[config.mk]
export PLATFORM = sky130hd
export DESIGN_NAME = mem_access_unit
export DESIGN_NICKNAME = d
export VERILOG_FILES = /design/src/rtl/mem_access_unit.sv
export SDC_FILE = /design/constraint.sdc
export NUM_CORES = 1
export LEC_CHECK = 0
export BUFFER_PORTS_ARGS = -buffer_cell sky130_fd_sc_hd__buf_2
export CAP_MARGIN = 10
export CORE_MARGIN = 5
export CORE_UTILIZATION = 28
export DETAILED_ROUTE_END_ITERATION = 8
export PLACE_DENSITY = 0.55
export RECOVER_POWER = 50
export REMOVE_ABC_BUFFERS = 1
export SLEW_MARGIN = 5
export SYNTH_ARGS = -nofsm -noshare
export SYNTH_HDL_FRONTEND = slang
export SYNTH_SLANG_ARGS = --single-unit
[constraint.sdc]
create_clock -name clk -period 3.3 [get_ports clk]
set_clock_uncertainty 0.2 [all_clocks]
set_input_delay 0.33 -clock clk [delete_from_list [all_inputs] [get_ports clk]]
set_output_delay 0.33 -clock clk [all_outputs]
set_load 0.01 [all_outputs]
[src/rtl/mem_access_unit.sv]
// Byte-addressed load/store initiator in front of a word-addressed data memory.
// Optional misalignment trap: define MEM_ACCESS_MISALIGN_TRAP_EN.
module mem_access_unit #(
    parameter int unsigned MEM_WORDS = 256
) (
    input  logic        clk,
    input  logic        rst_n,
    input  logic        req_valid,
    output logic        req_ready,
    input  logic        req_write,
    input  logic [1:0]  req_size,
    input  logic        req_signed,
    input  logic [31:0] req_addr,
    input  logic [31:0] req_wdata,
    output logic        resp_valid,
    output logic [31:0] resp_rdata,
    output logic        resp_err,
    output logic [31:0] mem_read_address,
    output logic [31:0] mem_write_address,
    output logic [31:0] mem_write_data,
    output logic        sig_mem_read,
    output logic        sig_mem_write,
    input  logic [31:0] mem_read_data
);

    typedef enum logic [1:0] {
        IDLE,
        READ,
        WRITE,
        RESP
    } state_t;

    localparam logic [1:0] SZ_BYTE = 2'b00;
    localparam logic [1:0] SZ_HALF = 2'b01;
    localparam logic [1:0] SZ_WORD = 2'b10;

    state_t      state_q, state_d;
    logic        write_q;
    logic        signed_q;
    logic        err_q;
    logic [1:0]  size_q;
    logic [1:0]  lo_q;
    logic [31:0] idx_q;
    logic [31:0] wdata_q;
    logic [31:0] word_q;

    logic        accept;
    logic        req_err;
    logic [31:0] req_idx;
    logic [7:0]  ld_byte;
    logic [15:0] ld_half;
    logic [31:0] ld_data;
    logic [31:0] merged;

    assign accept  = req_valid && (state_q == IDLE);
    assign req_idx = {2'b00, req_addr[31:2]};

    // Classify the incoming request as an error before any memory access.
    always_comb begin
        req_err = (req_size == 2'b11) || (req_idx >= MEM_WORDS);
`ifdef MEM_ACCESS_MISALIGN_TRAP_EN
        if (req_size == SZ_HALF && req_addr[0])
            req_err = 1'b1;
        if (req_size == SZ_WORD && req_addr[1:0] != 2'b00)
            req_err = 1'b1;
`endif
    end

    // Next-state logic for the access sequencer.
    always_comb begin
        state_d = state_q;
        unique case (state_q)
            IDLE: begin
                if (accept) begin
                    if (req_err)
                        state_d = RESP;
                    else if (!req_write)
                        state_d = READ;
                    else if (req_size == SZ_WORD)
                        state_d = WRITE;
                    else
                        state_d = READ;
                end
            end
            READ:    state_d = write_q ? WRITE : RESP;
            WRITE:   state_d = RESP;
            RESP:    state_d = IDLE;
            default: state_d = IDLE;
        endcase
    end

    // State register; reset aborts any in-flight access.
    always_ff @(posedge clk or negedge rst_n) begin
        if (!rst_n)
            state_q <= IDLE;
        else
            state_q <= state_d;
    end

    // Request fields are held for the whole access; memory word captured leaving READ.
    always_ff @(posedge clk or negedge rst_n) begin
        if (!rst_n) begin
            write_q  <= 1'b0;
            signed_q <= 1'b0;
            err_q    <= 1'b0;
            size_q   <= 2'b00;
            lo_q     <= 2'b00;
            idx_q    <= 32'h0;
            wdata_q  <= 32'h0;
            word_q   <= 32'h0;
        end else begin
            if (accept) begin
                write_q  <= req_write;
                signed_q <= req_signed;
                err_q    <= req_err;
                size_q   <= req_size;
                lo_q     <= req_addr[1:0];
                idx_q    <= req_idx;
                wdata_q  <= req_wdata;
            end
            if (state_q == READ)
                word_q <= mem_read_data;
        end
    end

    // Lane extraction and extension for loads (little-endian lanes).
    always_comb begin
        unique case (lo_q)
            2'd0:    ld_byte = word_q[7:0];
            2'd1:    ld_byte = word_q[15:8];
            2'd2:    ld_byte = word_q[23:16];
            default: ld_byte = word_q[31:24];
        endcase
        ld_half = lo_q[1] ? word_q[31:16] : word_q[15:0];
        unique case (size_q)
            SZ_BYTE: ld_data = {{24{signed_q & ld_byte[7]}}, ld_byte};
            SZ_HALF: ld_data = {{16{signed_q & ld_half[15]}}, ld_half};
            default: ld_data = word_q;
        endcase
    end

    // Read-modify-write merge: only the target lane(s) change.
    always_comb begin
        merged = word_q;
        if (size_q == SZ_BYTE) begin
            unique case (lo_q)
                2'd0:    merged[7:0]   = wdata_q[7:0];
                2'd1:    merged[15:8]  = wdata_q[7:0];
                2'd2:    merged[23:16] = wdata_q[7:0];
                default: merged[31:24] = wdata_q[7:0];
            endcase
        end else if (lo_q[1]) begin
            merged[31:16] = wdata_q[15:0];
        end else begin
            merged[15:0] = wdata_q[15:0];
        end
    end

    assign req_ready  = (state_q == IDLE);
    assign resp_valid = (state_q == RESP);
    assign resp_err   = (state_q == RESP) && err_q;
    assign resp_rdata = (state_q == RESP && !err_q && !write_q) ? ld_data : 32'h0;

    assign sig_mem_read     = (state_q == READ);
    assign mem_read_address = (state_q == READ) ? idx_q : 32'hFFFF_FFFF;

    assign sig_mem_write     = (state_q == WRITE);
    assign mem_write_address = (state_q == WRITE) ? idx_q : 32'h0;
    assign mem_write_data    = (state_q != WRITE) ? 32'h0 :
                               (size_q == SZ_WORD) ? wdata_q : merged;

endmodule

==> results.md, run 1 <==
- Fin crit period: 3065 ps
- Power per cell area: 988.9 nW/um^2
- Non-filler cells, final: 1,132
- Pre-Repair DR Iteration Count: 5
- Post-Synthesis Cell Area: 5889 sq um
- Worst hold start: mem_read_data[8]
- Fmax: 0.3262 GHz
- Worst VDD drop: 0.4551 mV
- ANT cells: 0
- R2r setup slk: 420 ps
- Ys async rst share: 100.0%
- RSZ-0062 raised after global routing: no
- Inserted Clock Buffers: 9
- HP Class: input pin to register
- Fin nets: 959
- Total track usage: 17.70%
- Least-Margin Pin Slew: 1817 ps
- Yosys reg bits: 103
- Setup TNS: 0 ps
- Worst Path Buf+Inv: 2
- # DRC: 0
- Final Slew Violations: 71
- Worst skew pair latency: 360 ps
- Clock slew at reported path FFs: 70 ps
- Total routed wirelength: 21.65 mm
- Delay-heaviest family, CP: buffers and inverters
- Sink Count: 103
- Number of core rows: 53
- Die area: 24,030 sq um
- Share of layout cells above drive strength 1: 40.26%
- Initial antenna violation count: 1
- Vias: 5,471
- ANT nets after route: 0
- Synth top area share: 43.76%
- Dominant cell type by area after synthesis: dfrtp_1
- R2R cell count: 4
- Leakage: 3.848 nW
- Worst slew margin: -21.53%
- Startpoint Class: register
- Syn avg cell area: 10.10 sq um
- Highest-delay cell along the critical path: inv_1
- Sequential share of the synthesized area: 43.76%
- Kind of critical path: register to primary output
- Synth Area in XOR/XNOR: 0%
- Final Cycle Share: 92.88%
- Cell count after synthesis: 583
- CP Data Arrival Time: 2540 ps
- Total power: 0.008030 W
- Max cap viols: 1
- Sink of the worst hold path: word_q[8]
- CTS tree: done
- DR iter-0 viols: 284
- Max FO, Critical Path: 21
- Synth unique cells: 41
- H-Tree Level Count: 3
- Combinational family with the most area after synthesis: multiplexers
- Worst EP required: 2770 ps
- Largest net degree at the start of global routing: 71
- Synth Area in Compound Gates: 11.37%
- Status: finished with violations
- I/O Buffers: 233
- Initial Utilization: 28.19%
- Grt ovf: 0
- CTS Root Cell: clkbuf_16
- Synth warn: 0
- Hold Crit Depth: 2
- Avg Vias per Cell: 4.833
- Vias in the first global route: 5,570
- Mux contribution to synthesized area: 23.75%
- Crit end category: primary output
- First-pass GRT wire length: 33.06 mm
- Worst path max stage delay: 580 ps
- Placed cells: 1,060
- Synth Flop Type: dfrtp_1
- Worst r2r dst: lo_q[1]
- Simple logic cell fraction of the synthesized area: 16.10%
- Post-synth EDFFs: 0
- CORE AREA: 20,890 sq um
- Reg2reg start: state_q[0]
- Final hold vios: 0
- Failing checks: max-capacitance violations, max-slew violations
- Area Growth Syn to Fin: 37.88%
- Post CTS Setup Buffer Count: 0
- Final setup vio count: 0
- Synth Area in Adders: 0.8498%
- Clock tree buffer depth: 2
- Placer Congestion: 0.8972
- Worst hold slack: 12.84 ps
- WL per Instance: 19.12 um
- DIE WIDTH: 155.0 um
- Detailed placer's ending HPWL: 15.81 mm
- Die height: 155.0 um
- Dominant cells by area after synthesis: dfrtp_1 (44%), mux2_2 (19%), mux2i_1 (4.2%)
- Crit-path cells: inv_1 > nand2_1 > o22ai_1 > a21oi_1 > buf_2
- # IOs: 236
per-layer routing:
layer	part of all wire (%)	wire [um]	vias to the layer above	global-route usage, %
met4	1.4	307	2	4.247
met1	43	9295	2617	23.62
li1	-	-	2592	-
met2	46	10070	241	28.47
met5	0.092	20	-	0
met3	9.0	1958	19	5.063
power by group:
| group | leakage (nW) | switching (W) | internal [W] |
|---|---|---|---|
| clock network | 0.143 | 0.000516 | 0.000595 |
| logic | 2.49 | 0.00231 | 0.00197 |
| registers | 1.21 | 0.000714 | 0.00192 |
cell usage in the layout, fill, tap and decap left out, types with 4 or more instances in the layout:
master and n:
o221ai_1 14, dlygate4sd3_1 56, nand2b_1 32, dfrtp_1 103, nand2_1 53, mux2i_1 25, nor2_1 35, clkbuf_16 9
clkbuf_1 31, nor3_1 4, inv_1 9, o22ai_1 14, a21oi_1 32, and2_1 30, buf_4 11, buf_2 202
or2_2 6, mux2_2 100, o21ai_0 34, and3_1 6, nor4_1 6
cell type report:
class / count / area, sq um
Clock buffer: 10 / 229.0
Clock inverter: 6 / 68.82
Fill cell: 2139 / 12770
Inverter: 9 / 33.78
Multi-Input combinational cell: 427 / 3083
Sequential cell: 103 / 2577
Tap cell: 275 / 344.1
Timing Repair Buffer: 302 / 1784
how the worst max path moves through the flow:
stage	cells after the start	slack, ps	to	start
detailed placement	5	540	resp_rdata[4]	size_q[1]
floorplan	5	330	state_q[0]	state_q[1]
finish	5	230	mem_write_data[27]	size_q[1]
global route	6	80	resp_rdata[27]	size_q[0]
CTS	5	130	resp_rdata[4]	size_q[1]
global placement	5	480	resp_rdata[4]	size_q[1]
through the flow:
stage	cell area, sq um	worst slack (ps)	util, %
2_1_floorplan	5685	332.2	-
3_3_place_gp	7321	480.7	35.05
3_5_place_dp	7321	535.3	35.05
4_1_cts	8179	127.0	39.16
5_1_grt	8120	79.45	38.87
6_report	8120	234.9	38.87
registers in the layout (all words and copies together), names as in the netlist:
name	flops
wdata_q	32
word_q	32
idx_q	30
lo_q	2
size_q	2
state_q	2
err_q	1
signed_q	1
write_q	1
kinds of logic (layout without fill, tap and decap cells):
family / after synthesis / in the layout
flops: 103 / 103
simple gates: 187 / 187
fa+ha+maj: 4 / 4
buf+inv: 54 / 327
mux: 126 / 126
other cells: 1 / 2
compound gates: 108 / 108
synth_stat cells (6+ instances only):
library cell,instances
nand2_1,54
nand2b_1,32
o22ai_1,14
clkbuf_1,28
or2_2,6
o21ai_0,34
o221ai_1,14
dfrtp_1,103
mux2_2,100
and3_1,6
a21oi_1,32
inv_1,9
nor2_1,35
mux2i_1,25
nor4_1,6
and2_1,31
buf_1,10
what timing repair did:
action | CTS | global route
hold endpoints to repair | 98 | 0
hold buffers | 56 | 0
endpoints found under the setup margin | 0 | 2
resized for setup | 0 | 1
Power figures use the tool's default switching activity.
==> run 2, diff against run 1 <==
Settings changed: GPL_TIMING_DRIVEN from default to 0, MAX_ROUTING_LAYER from default to met4.
==> run 2 against run 1 <==
  * The flow still finishes with violations (max-capacitance violations, max-slew violations)
  * Fmax fell by 2.9%
  * Count of clock-buffer cells in the layout did not move
  * Wire length rose by 0.90%
  * Sequential share of layout area fell by 0.38 points
  * Clock power fell by 4%
  * Worst hold slack got worse by 3.1 ps
  * Utilization rose by 0.55 points
  * First-iteration DRC count fell by 17%
  * Critical path depth did not move
  * Power rose by 0.93%
  * Combinational power barely moved
  * Non-clock buffer count did not move
  * Largest cell class unchanged
==> results.md, run 2 (synthesis gave the netlist of run 1 again) <==
- Status: finished with violations (unchanged)
- Failing checks: max-capacitance violations, max-slew violations (unchanged)
- Kind of critical path: register to primary output (unchanged)
- ANT nets after route: 0 (unchanged)
- Startpoint Class: register (unchanged)
- First-pass GRT wire length: 33.58 mm (was 33.06 mm)
- Non-filler cells, final: 1,134 (was 1,132)
- Vias in the first global route: 5,708 (was 5,570)
- Final hold vios: 0 (unchanged)
- Final setup vio count: 0 (unchanged)
- Final Util: 39.42% (was 38.87%)
- Largest regs: wdata_q (32), word_q (32), idx_q (30) (unchanged)
- CORE AREA: 20,890 sq um (unchanged)
- CTS Root Cell: clkbuf_16 (unchanged)
- Clock slew at reported path FFs: 80 ps (was 70 ps)
- Grt ovf: 0 (unchanged)
- Die area: 24,030 sq um (unchanged)
- Worst skew pair latency: 360 ps (about the same)
- Final Slew Violations: 34 (was 71)
- Initial Utilization: 28.19% (unchanged)
- Die height: 155.0 um (unchanged)
- CP Data Arrival Time: 2630 ps (was 2540 ps)
- Power per cell area: 984.3 nW/um^2 (was 988.9 nW/um^2)
- Most frequent cells in the layout: buf_2 (225), dfrtp_1 (101), mux2_2 (100) (was buf_2 (202), dfrtp_1 (103), mux2_2 (100))
- # DRC: 0 (unchanged)
- Total power: 0.008105 W (was 0.008030 W)
- CTS tree: done (unchanged)
- H-Tree Level Count: 3 (unchanged)
- Total routed wirelength: 21.84 mm (was 21.65 mm)
- Vias: 5,559 (was 5,471)
- Max FO, Critical Path: 41 (was 21)
- Share of layout cells above drive strength 1: 43.71% (was 40.26%)
- Least-Margin Pin Slew: 1676 ps (was 1817 ps)
- RSZ-0062 raised after global routing: no (unchanged)
- Inserted Clock Buffers: 9 (unchanged)
- Detailed placer's ending HPWL: 15.38 mm (was 15.81 mm)
- Worst slew margin: -12.00% (was -21.53%)
- Max cap viols: 1 (unchanged)
- Fin crit period: 3157 ps (was 3065 ps)
- Avg Vias per Cell: 4.902 (was 4.833)
- Worst EP required: 2770 ps (about the same)
- Pre-Repair DR Iteration Count: 4 (was 5)
- HP Class: input pin to register (unchanged)
- Worst hold slack: 9.714 ps (was 12.84 ps)
- Fin nets: 960 (was 959)
- Initial antenna violation count: 0 (was 1)
- Clock tree buffer depth: 2 (unchanged)
- Fmax: 0.3167 GHz (was 0.3262 GHz)
- Placed cells: 1,052 (was 1,060)
- WL per Instance: 19.26 um (was 19.12 um)
- Placer Congestion: 0.7651 (was 0.8972)
- Sink Count: 103 (unchanged)
- Number of core rows: 53 (unchanged)
- # IOs: 236 (unchanged)
- Area Growth Syn to Fin: 39.81% (was 37.88%)
- Most common cell after layout, fill and taps aside: buf_2 (unchanged)
- DIE WIDTH: 155.0 um (unchanged)
- I/O Buffers: 233 (unchanged)
- Total track usage: 18.56% (was 17.70%)
- DR iter-0 viols: 237 (was 284)
- Leakage: 3.905 nW (was 3.848 nW)
- Crit end category: primary output (unchanged)
- Largest net degree at the start of global routing: 59 (was 71)
- Final Cycle Share: 95.67% (was 92.88%)
- Worst VDD drop: 0.4749 mV (was 0.4551 mV)
==> run 2: changes by cell type in the layout (fill, tap and decap cells not counted), moves of 2 or more <==
cell | before | now
clkbuf_1 | 31 | 7
buf_2 | 202 | 225
buf_4 | 11 | 8
and2_0 | 1 | 3
and2_1 | 30 | 28
buf_12 | 0 | 2
dfrtp_1 | 103 | 101
==> run 2: per-stage QoR <==
| step | area, sq um | setup WS, ps | TNS [ps] |
|---|---|---|---|
| 2_1_floorplan | 5685 | 332.2 | 0 |
| 3_3_place_gp | 7196 | -699.9 | -84670 |
| 3_5_place_dp | 7343 | -211.6 | -2558 |
| 4_1_cts | 8183 | 13.16 | 0 |
| 5_1_grt | 8232 | 23.32 | 0 |
| 6_report | 8234 | 142.7 | 0 |
==> run 2: layer usage <==
layer | share of wire, % | track usage (%) | up-vias | wire length, um
li1 | - | - | 2595 | -
met1 | 43 | 23.77 | 2697 | 9400
met3 | 7.7 | 4.701 | 20 | 1681
met4 | 1.7 | 4.584 | 0 | 373
met2 | 48 | 29.57 | 247 | 10390
met5 | 0 | - | - | 0
==> run 2: cell type report <==
class	count	area [sq um]
fill	2104	12650
multi-input combinational	427	3104
sequential	103	2582
timing repair buffer	302	1868
tap	275	344.1
clock buffer	10	239.0
clock inverter	6	51.30
inverter	9	37.54
timing repair inverter	1	5.005
antenna	1	2.502
==> run 2: what timing repair did <==
action | 4_1_cts | 5_1_grt
hold buffers | 53 | 3
endpoints found under the hold margin | 97 | 3
cloned | 1 | 0
setup buffers | 0 | 8
resized for setup | 5 | 3
setup endpoints to repair | 51 | 31
==> run 2: final timing paths <==
path,endpoint,startpoint,cells after the start,slack [ps]
worst max-delay path,mem_write_data[8],lo_q[1],5,140
worst min-delay path,wdata_q[25],req_wdata[25],2,10
worst max register to register,wdata_q[14],state_q[0],5,280
worst min register to register,wdata_q[20],wdata_q[20],1,300
max in group asynchronous,lo_q[1],rst_n,3,710
min in group asynchronous,word_q[23],rst_n,2,560
==> run 2: power by group <==
part / internal (W) / total [W] / switching [W]
Combinational: 0.00203 / 0.00428 / 0.00225
Sequential: 0.00192 / 0.00275 / 0.000829
Clock: 0.000545 / 0.00107 / 0.000530
Total: 0.00450 / 0.00810 / 0.00361
==> run 2: worst max-delay path, stage by stage, from the launching register on <==
cell	delay [ps]
dfrtp_4	760
nand2_1	310
o21ai_1	510
o221ai_1	240
a21oi_1	210
buf_2	200
==> run 3, diff against run 2 <==
Settings changed: ABC_AREA from default to 1.
==> run 3 against run 2 <==
  * The run now ends clean
  * Cell count grew 30%
  * Global-route usage up 1.1 points
  * Utilization increased by 0.060 points
  * Sequential share of layout area fell by 1.4 points
  * Fmax shrank 0.91%
  * Combinational power rose by 6.8%
  * Setup slack got worse by 29 ps
  * Register-to-register slack better by 280 ps
  * Design area rose by 4.6%
  * Via count rose by 23%
  * Critical path type unchanged
  * Count of clock-buffer cells in the layout decreased by 1
  * Clock power decreased by 5%
==> results.md, run 3 <==
- Die height: 159.0 um (was 155.0 um)
- Yosys reg bits: 103 (unchanged)
- Fin nets: 1,290 (was 960)
- # DRC: 0 (unchanged)
- Inserted Clock Buffers: 9 (unchanged)
- Kind of critical path: register to primary output (unchanged)
- Startpoint Class: register (unchanged)
- HP Class: input pin to register (unchanged)
- First-pass GRT wire length: 38.76 mm (was 33.58 mm)
- Most frequent cells in the layout: nand2_1 (309), buf_2 (214), o21ai_0 (146) (was buf_2 (225), dfrtp_1 (101), mux2_2 (100))
- Psw: 0.004080 W (was 0.003607 W)
- Synth Area in XOR/XNOR: 0% (unchanged)
- Fin crit period: 3186 ps (was 3157 ps)
- Comb pwr share: 56.8% (was 52.8%)
- Sink Count: 103 (unchanged)
- Simple logic cell fraction of the synthesized area: 28.00% (was 16.10%)
- Share of layout cells above drive strength 1: 24.24% (was 43.71%)
- CTS tree: done (unchanged)
- Highest-delay cell along the critical path: dfrtp_2 (was dfrtp_4)
- Total track usage: 19.63% (was 18.56%)
- Final Slew Violations: 0 (was 34)
- Synth unique cells: 29 (was 41)
- Sequential share of the synthesized area: 41.49% (was 43.76%)
- Final setup vio count: 0 (unchanged)
- Synth top cells by count: nand2_1 (312), o21ai_0 (146), dfrtp_1 (103), inv_1 (97), a21oi_1 (67) (was dfrtp_1 (103), mux2_2 (100), nand2_1 (54), nor2_1 (35), o21ai_0 (34))
- Dominant cells by area after synthesis: dfrtp_1 (41%), nand2_1 (19%), o21ai_0 (12%) (was dfrtp_1 (44%), mux2_2 (19%), mux2i_1 (4.2%))
- Initial antenna violation count: 4 (was 0)
- Final hold vios: 0 (unchanged)
- Largest regs: wdata_q (32), word_q (32), idx_q (30) (unchanged)
- Initial Utilization: 28.47% (was 28.19%)
- Vias: 6,824 (was 5,559)
- Dominant cell type by area after synthesis: dfrtp_1 (unchanged)
- Combinational family with the most area after synthesis: simple AND/OR/NAND/NOR gates (was multiplexers)
- Worst Path Buf+Inv: 3 (was 1)
- Die area: 25,270 sq um (was 24,030 sq um)
- Cell count after synthesis: 916 (was 583)
- Total routed wirelength: 24.11 mm (was 21.84 mm)
- Internal power: 0.003963 W (was 0.004498 W)
- Syn avg cell area: 6.782 sq um (was 10.10 sq um)
- ANT nets after route: 0 (unchanged)
- Fmax: 0.3138 GHz (was 0.3167 GHz)
- DIE WIDTH: 159.0 um (was 155.0 um)
- CTS Root Cell: clkbuf_16 (unchanged)
- Leakage: 4.582 nW (was 3.905 nW)
- Post-synth EDFFs: 0 (unchanged)
- Max cap viols: 0 (was 1)
- Placer Congestion: 0.8113 (was 0.7651)
- Vias in the first global route: 6,876 (was 5,708)
- DR iter-0 viols: 340 (was 237)
- Largest net degree at the start of global routing: 75 (was 59)
- Clock tree buffer depth: 2 (unchanged)
- Max FO, Critical Path: 35 (was 41)
- Ys async rst share: 100.0% (unchanged)
- Pre-Repair DR Iteration Count: 5 (was 4)
- Final Cycle Share: 96.56% (was 95.67%)
- WL per Instance: 16.38 um (was 19.26 um)
- Worst VDD drop: 0.3545 mV (was 0.4749 mV)
- Setup ws final: 113.7 ps (was 142.7 ps)
- Avg Vias per Cell: 4.636 (was 4.902)
- Mux contribution to synthesized area: 0% (was 23.75%)
- Synth top area share: 41.49% (was 43.76%)
- # IOs: 236 (unchanged)
- RSZ-0062 raised after global routing: no (unchanged)
- Count leader, synth: nand2_1 (was dfrtp_1)
- Switching Fraction: 50.72% (was 44.50%)
- Detailed placer's ending HPWL: 16.94 mm (was 15.38 mm)
- Crit-path cells: buf_12 > nand2_2 > inv_2 > a21oi_4 > nand3_4 > a21oi_1 > buf_2 (was nand2_1 > o21ai_1 > o221ai_1 > a21oi_1 > buf_2)
- Worst EP required: 2770 ps (about the same)
- H-Tree Level Count: 3 (unchanged)
- Status: finished clean (was finished with violations)
- CP Data Arrival Time: 2660 ps (was 2630 ps)
- Synth Area in Adders: 0.8056% (was 0.8498%)
- Worst skew pair latency: 350 ps (was 360 ps)
- Power per cell area: 933.6 nW/um^2 (was 984.3 nW/um^2)
- Area Growth Syn to Fin: 38.69% (was 39.81%)
- Total power: 0.008043 W (was 0.008105 W)
- Worst slew margin: 21.20% (was -12.00%)
- Synth Flop Type: dfrtp_1 (unchanged)
- Synth Area in Compound Gates: 18.81% (was 11.37%)
- Worst path max stage delay: 550 ps (was 760 ps)
- Most common cell after layout, fill and taps aside: nand2_1 (was buf_2)
- Power share of the sequential group: 30.5% (was 34.0%)
- Number of core rows: 54 (was 53)
- I/O Buffers: 233 (unchanged)
- Clock slew at reported path FFs: 70 ps (was 80 ps)
- Pre-CTS setup slack: -165.8 ps (was -211.6 ps)
- Clock share of power: 12.7% (was 13.3%)
- Least-Margin Pin Slew: 1182 ps (was 1676 ps)
- Post-Synthesis Cell Area: 6212 sq um (was 5889 sq um)
- Delay-heaviest family, CP: buffers and inverters (was compound AO/OA/AOI/OAI gates)
- Crit end category: primary output (unchanged)
- Synth warn: 0 (unchanged)
- CORE AREA: 21,820 sq um (was 20,890 sq um)
- Grt ovf: 0 (unchanged)
run 3: repair_timing:
item | 4_1_cts | 5_1_grt
setup endpoints to repair | 54 | 7
hold buffers | 74 | 0
gates resized for setup | 8 | 3
buffers inserted | 0 | 0
hold endpoints to repair | 119 | 0
run 3: logic make-up after synthesis:
logic type	count (synthesis)
buffers and inverters	159
adder cells (fa/ha/maj)	4
flip-flops	103
AND/OR/NAND/NOR	422
other	1
AO/OA/AOI/OAI	227
run 3: path summary, 6_finish.rpt:
kind | slack [ps] | endpoint | from | cells past startpoint
setup reg to reg | 560 | wdata_q[20] | state_q[0] | 7
max in group asynchronous | 750 | lo_q[1] | rst_n | 3
hold reg to reg | 270 | wdata_q[30] | wdata_q[30] | 2
hold / removal | 8 | word_q[30] | mem_read_data[30] | 3
setup / recovery | 110 | resp_rdata[13] | lo_q[1] | 7
min in group asynchronous | 550 | word_q[27] | rst_n | 2
run 3: worst register-to-register path: cells and delay by family, from the launching register on:
kind / cells / cell delay, ps
buffers and inverters: 3 / 1180
flip-flops: 1 / 410
AND/OR/NAND/NOR: 3 / 620
adder cells (fa/ha/maj): 1 / 280
run 3: final cells by class:
cell class	instances	area (sq um)
diodes	4	10.01
clock buffers	9	225.2
clock inverters	7	50.05
fillers	2351	13210
inverters	101	387.9
multi-input cells	655	3005
flip-flops and latches	103	2580
well taps	280	350.3
repair buffers	313	2007
run 3: per-stage QoR:
| stage | hold WS [ps] | setup TNS [ps] | instances | cell area (sq um) | util [%] |
|---|---|---|---|---|---|
| after floorplan | -165.6 | -7191 | 859 | 5923 | - |
| after global placement | 256.9 | -195530 | 1372 | 7440 | 34.09 |
| after detailed placement | 106.0 | -555.1 | 1377 | 7575 | 34.71 |
| after CTS | 1.167 | 0 | 1467 | 8612 | 39.46 |
| after global routing | 7.911 | 0 | 1472 | 8616 | 39.48 |
| final | 7.785 | 0 | 1472 | 8616 | 39.48 |
run 3: layer usage:
metal  part of all wire, %  GRT usage, %  up-vias
li1                      -             -     3436
met1                    45         25.36     3083
met2                    47         31.27      277
met3                   6.9         4.116       28
met4                   1.9         5.661        0
met5                     0             -        -
run 3: power by group through the flow:
stage	Clock [W]	Sequential, W	Combinational (W)
2_1_floorplan	0	0.00228	0.00275
3_3_place_gp	0	0.00250	0.00437
3_5_place_dp	0	0.00244	0.00453
4_1_cts	0.00106	0.00245	0.00462
5_1_grt	0.00110	0.00254	0.00520
6_report	0.00102	0.00245	0.00457
